[config.mk]
export PLATFORM = sky130hd
export DESIGN_NAME = aurora_tx_arbiter
export DESIGN_NICKNAME = d
export VERILOG_FILES = /design/src/rtl/aurora_tx_arbiter.sv
export SDC_FILE = /design/constraint.sdc
export NUM_CORES = 1
export LEC_CHECK = 0
export ABC_AREA = 1
export CAP_MARGIN = 20
export CELL_PAD_IN_SITES_DETAIL_PLACEMENT = 1
export CELL_PAD_IN_SITES_GLOBAL_PLACEMENT = 2
export CORE_MARGIN = 4
export CORE_UTILIZATION = 11
export CTS_CLUSTER_SIZE = 8
export DETAILED_ROUTE_END_ITERATION = 16
export PLACE_DENSITY = 0.85
export SKIP_LAST_GASP = 1
export SLEW_MARGIN = 20
export SYNTH_ARGS = -nofsm -noshare
export SYNTH_HDL_FRONTEND = slang
export SYNTH_SLANG_ARGS = --single-unit
[constraint.sdc]
create_clock -name user_clk -period 2.3 [get_ports user_clk]
set_clock_uncertainty 0.2 [all_clocks]
set_input_delay 0.345 -clock user_clk [delete_from_list [all_inputs] [get_ports user_clk]]
set_output_delay 0.345 -clock user_clk [all_outputs]
set_load 0.03 [all_outputs]
[src/rtl/aurora_tx_arbiter.sv]
// Round-robin, frame-atomic arbiter sharing one Aurora LocalLink TX port between NREQ sources.
// Define AURORA_TX_ARB_STATS_EN to add per-requester completed-frame counters (frame_cnt).
module aurora_tx_arbiter #(
    parameter int NREQ   = 3,
    parameter int DWIDTH = 48,
    parameter int REM_W  = 3
) (
    input  logic                    user_clk,
    input  logic                    sys_rst_n,
    input  logic                    channel_up,
    input  logic [NREQ*DWIDTH-1:0]  req_d,
    input  logic [NREQ*REM_W-1:0]   req_rem,
    input  logic [NREQ-1:0]         req_sof_n,
    input  logic [NREQ-1:0]         req_eof_n,
    input  logic [NREQ-1:0]         req_src_rdy_n,
    output logic [NREQ-1:0]         req_dst_rdy_n,
    output logic [DWIDTH-1:0]       tx_d,
    output logic [REM_W-1:0]        tx_rem,
    output logic                    tx_sof_n,
    output logic                    tx_eof_n,
    output logic                    tx_src_rdy_n,
    input  logic                    tx_dst_rdy_n,
    output logic [NREQ-1:0]         grant,
    output logic                    busy,
    output logic                    frame_dropped
`ifdef AURORA_TX_ARB_STATS_EN
    ,
    output logic [NREQ*16-1:0]      frame_cnt
`endif
);
    localparam int IDXW = $clog2(NREQ);

    typedef enum logic [1:0] {IDLE, XFER, FLUSH} state_t;

    state_t            state_q, state_d;
    logic [NREQ-1:0]   grant_q, grant_d;
    logic [IDXW-1:0]   gidx_q, gidx_d;
    logic [IDXW-1:0]   rr_q, rr_d;
    logic              dropped_q, dropped_d;
    logic [NREQ-1:0]   req_vec;
    logic              found;
    logic [IDXW-1:0]   pick;
    logic [IDXW-1:0]   gidx_inc;
    logic [DWIDTH-1:0] sel_d;
    logic [REM_W-1:0]  sel_rem;
    logic              sel_sof_n;
    logic              sel_eof_n;
    logic              sel_src_rdy_n;
`ifdef AURORA_TX_ARB_STATS_EN
    logic [NREQ*16-1:0] frame_cnt_q, frame_cnt_d;
`endif

    assign req_vec       = ~req_src_rdy_n & ~req_sof_n;
    assign sel_d         = req_d[gidx_q*DWIDTH +: DWIDTH];
    assign sel_rem       = req_rem[gidx_q*REM_W +: REM_W];
    assign sel_sof_n     = req_sof_n[gidx_q];
    assign sel_eof_n     = req_eof_n[gidx_q];
    assign sel_src_rdy_n = req_src_rdy_n[gidx_q];
    assign gidx_inc      = (gidx_q == IDXW'(NREQ - 1)) ? '0 : gidx_q + IDXW'(1);

    // rr_q holds the first index to consider, so a finished owner g leaves g+1 as top priority.
    always_comb begin
        found = 1'b0;
        pick  = rr_q;
        for (int k = 0; k < NREQ; k++) begin
            if (!found && req_vec[(int'(rr_q) + k) % NREQ]) begin
                found = 1'b1;
                pick  = IDXW'((int'(rr_q) + k) % NREQ);
            end
        end
    end

    always_comb begin
        state_d       = state_q;
        grant_d       = grant_q;
        gidx_d        = gidx_q;
        rr_d          = rr_q;
        dropped_d     = 1'b0;
        tx_d          = '0;
        tx_rem        = '0;
        tx_sof_n      = 1'b1;
        tx_eof_n      = 1'b1;
        tx_src_rdy_n  = 1'b1;
        req_dst_rdy_n = '1;
`ifdef AURORA_TX_ARB_STATS_EN
        frame_cnt_d   = frame_cnt_q;
`endif
        case (state_q)
            IDLE: begin
                if (channel_up && found) begin
                    grant_d       = '0;
                    grant_d[pick] = 1'b1;
                    gidx_d        = pick;
                    state_d       = XFER;
                end
            end
            XFER: begin
                tx_d                  = sel_d;
                tx_rem                = sel_rem;
                tx_sof_n              = sel_sof_n;
                tx_eof_n              = sel_eof_n;
                tx_src_rdy_n          = sel_src_rdy_n;
                req_dst_rdy_n[gidx_q] = tx_dst_rdy_n;
                // A final beat wins over a simultaneous link drop: the frame did reach Aurora.
                if (!sel_src_rdy_n && !tx_dst_rdy_n && !sel_eof_n) begin
                    state_d = IDLE;
                    grant_d = '0;
                    rr_d    = gidx_inc;
`ifdef AURORA_TX_ARB_STATS_EN
                    frame_cnt_d[gidx_q*16 +: 16] = frame_cnt_q[gidx_q*16 +: 16] + 16'd1;
`endif
                end else if (!channel_up) begin
                    state_d = FLUSH;
                end
            end
            FLUSH: begin
                req_dst_rdy_n[gidx_q] = 1'b0;
                if (!sel_src_rdy_n && !sel_eof_n) begin
                    state_d   = IDLE;
                    grant_d   = '0;
                    rr_d      = gidx_inc;
                    dropped_d = 1'b1;
                end
            end
            default: state_d = IDLE;
        endcase
    end

    always_ff @(posedge user_clk or negedge sys_rst_n) begin
        if (!sys_rst_n) begin
            state_q     <= IDLE;
            grant_q     <= '0;
            gidx_q      <= '0;
            rr_q        <= '0;
            dropped_q   <= 1'b0;
`ifdef AURORA_TX_ARB_STATS_EN
            frame_cnt_q <= '0;
`endif
        end else begin
            state_q     <= state_d;
            grant_q     <= grant_d;
            gidx_q      <= gidx_d;
            rr_q        <= rr_d;
            dropped_q   <= dropped_d;
`ifdef AURORA_TX_ARB_STATS_EN
            frame_cnt_q <= frame_cnt_d;
`endif
        end
    end

    assign grant         = grant_q;
    assign busy          = (state_q != IDLE);
    assign frame_dropped = dropped_q;
`ifdef AURORA_TX_ARB_STATS_EN
    assign frame_cnt     = frame_cnt_q;
`endif

endmodule

==> summary.txt <==
Final layout
  – Share of layout cells above drive strength 1: 15.5%
  – Utilization after layout: between 20 and 30%
  – Fillers: 2569
  – Nets: roughly 890
  – Area growth syn-to-layout: 130%
  – Final Instance Area: 5200 µm²
  – Ant. Diodes: 0

Route
  – Via Count: between 3000 and 4000
  – DRT iter0 DRCs: approximately 110
  – DR top layer: met4
  – Wire per inst: between 10 and 15 µm
  – Drt pass-1 iters: 4
  – DR DRC count: 0
  – WL final: 14400 µm
  – WL met1: 5840 µm
  – Met2 wire length: about 7200 µm
  – Final ANT Viol Nets: 0
  – Routed vias/inst: ~3.8
  – WL met3: about 1200 µm

Worst setup path
  – Worst setup path class: flop to primary output
  – Reg2reg setup slack: about 190 ps
  – R2R cell count: 10
  – FF-to-FF End: grant[2]
  – Crit path from: gidx_q[0]
  – Type of origin of the critical path: flop
  – CP Capture Point: tx_d[29]
  – Worst R2R Start: rr_q[1]
  – Worst Path Max Fanout: 7
  – Worst EP required: between 1500 and 2000 ps
  – Worst Setup End Kind: primary output
  – WP data arrival: ~1700 ps

Synth
  – Post-synth cell types: 22
  – Yosys reg bits: 10
  – Seq/Total Area, Yosys: 11.1%
  – Mapped Nets: ~650
  – Synth Area per Inst: ~4.7 µm²
  – Cells after synthesis: around 480
  – Synth Cell Area: between 2000 and 2500 µm²
  – Yosys warns: 0

Global routing
  – Initial antenna violation count: 0
  – Gr usage total: 10.6%
  – First-pass GRT wire length: 19500 µm
  – Largest net degree at the start of global routing: 36
  – GRT overflow: 0
  – Vias in the first global route: around 3800

CTS
  – CTS sink cnt: 10
  – Clk root buf: clkbuf_16
  – H-tree depth: 1
  – CTS clock-pin slew for the worst setup and hold paths: 40 ps
  – Clock latency at the later pin of the worst-skew pair: ~240 ps
  – Num CTS Buffers: 3
  – Hold_buf cts: 0
  – CTS tree: yes
  – Clk buf depth: 2

Pwr
  – Pleak: roughly 2.7 nW
  – Tot Pwr: about 6.0 mW
  – Peak supply drop: about 0.46 mV
  – Power density over cell area: 1150 nW/µm²

Job
  – Maximum Capacitance Violations: 0

Status
  – Status: finished clean

STA
  – Post-route setup slack: approximately 64 ps
  – Final min period: 2240 ps
  – Period utilization: a little over nine tenths
  – Max Transition Viols Final: 0
  – Hold slack: 239 ps
  – Worst slew margin: between 60% and 70%
  – Worst slew pin tran: a little under 500 ps
  – Final setup violation count: 0
  – Peak Freq: 0.447 GHz
  – Final Hold Fails: 0
  – Unrepaired setup endpoints after global routing: true

Floorplanning
  – Ports: 228
  – Initial core utilization: between 10% and 20%
  – DIE AREA: roughly 23000 µm²
  – Area of the core: between 20000 and 25000 µm²
  – Die height: ~150 µm
  – Die W: ~150 µm
  – Rows: between 50 and 60

Placed design
  – Post-place setup slack: around 4.4 ps
  – # port buffers: between 200 and 250
  – Placed cell areas: a little under 5000 µm²
  – Global placer's final weighted congestion: 0.758
  – DP Wirelength: 11100 µm

Hold path
  – HP Class: input port to async pin
[state kept, by name, indices dropped and copies added (netlist names)]
name           count
frame_dropped      1
gidx_q             2
grant              3
rr_q               2
state_q            2
[kinds of logic (layout without fill, tap and decap cells)]
| logic type | after synthesis | count (layout) | synth area share (%) |
|---|---|---|---|
| fa+ha+maj | 6 | 6 | 3.32 |
| simple gates | 348 | 348 | 64.5 |
| flops | 10 | 10 | 11.1 |
| buf+inv | 94 | 332 | 15.6 |
| compound gates | 19 | 19 | 5.48 |
[routing by layer]
layer  vias to the layer above  global-route usage, %
met3                        10                   2.60
met4                         0                   1.95
met2                       136                   18.8
met1                      1717                   12.9
met5                         -                      0
li1                       1926                      -
[cell type report]
type	count	area [µm²]	share of cell area [%]
repair buffers	257	2590	49.9
inverters	72	270	5.20
well taps	270	338	6.50
multi-input cells	373	1670	32.1
clock buffers	3	75.1	1.44
flip-flops and latches	10	253	4.86
[critical path: stages, from the launching register on]
cell and delay, ps:
dfrtp_2 440, inv_2 80, nor2_4 130, buf_12 130, buf_6 110, buf_6 150
nand2_1 80, nand3_1 80, nand2_1 50, inv_1 50, buf_4 150
[what timing repair did]
item,4_1_cts,5_1_grt
setup endpoints to repair,38,36
pin swaps,2,3
setup buffers,3,10
gates cloned,0,6
gates resized for setup,3,8
[cells in the mapped netlist]
library cell  number  area, µm²
a21boi_4           1       18.8
a21oi_1            1       5.00
a21oi_2            1       8.76
and2_1             1       6.26
buf_1              5       18.8
clkbuf_1          17       63.8
dfrtp_1           10        250
ha_1               6       75.1
inv_1             68        255
inv_2              4       15.0
nand2_1          254        953
nand2_2            2       12.5
nand3_1           74        370
nand3_2            1       10.0
nand3b_1           1       7.51
nand4_1            2       12.5
nor2_1             8       30.0
nor2_4             5       56.3
o2111ai_1          1       8.76
o211ai_1           3       22.5
o21ai_0            8       40.0
o21ai_1            4       20.0
[per-stage QoR]
step	TNS (ps)	instances
6_report	0	985
5_1_grt	-486	985
3_3_place_gp	0	963
3_5_place_dp	0	963
2_1_floorplan	0	477
4_1_cts	0	969
[how the worst min path moves through the flow]
stage                    end  slack [ps]  cells past startpoint
2_1_floorplan  frame_dropped        -150                      0
3_3_place_gp        grant[0]         290                      2
3_5_place_dp        grant[2]         290                      2
4_1_cts        frame_dropped         260                      1
5_1_grt        frame_dropped         280                      1
6_report       frame_dropped         240                      1
[layout by cell type (no fill, tap or decap), types with 5 or more instances in the layout]
cell type	netlist	final
buf_4	0	67
clkdlybuf4s50_1	0	169
nand2_1	254	252
dfrtp_1	10	8
nor2_1	8	8
nand3_1	74	74
nor2_4	5	5
clkbuf_16	0	8
o21ai_0	8	7
o21ai_1	4	5
inv_1	68	68
buf_12	0	11
[where the power goes]
group	internal [mW]	total (mW)	switching, mW	leakage [nW]
Sequential	0.247	0.329	0.0816	0.127
Clock	0.225	0.307	0.0814	0.0370
Combinational	2.21	5.33	3.12	2.54
Power figures use the tool's default switching activity.
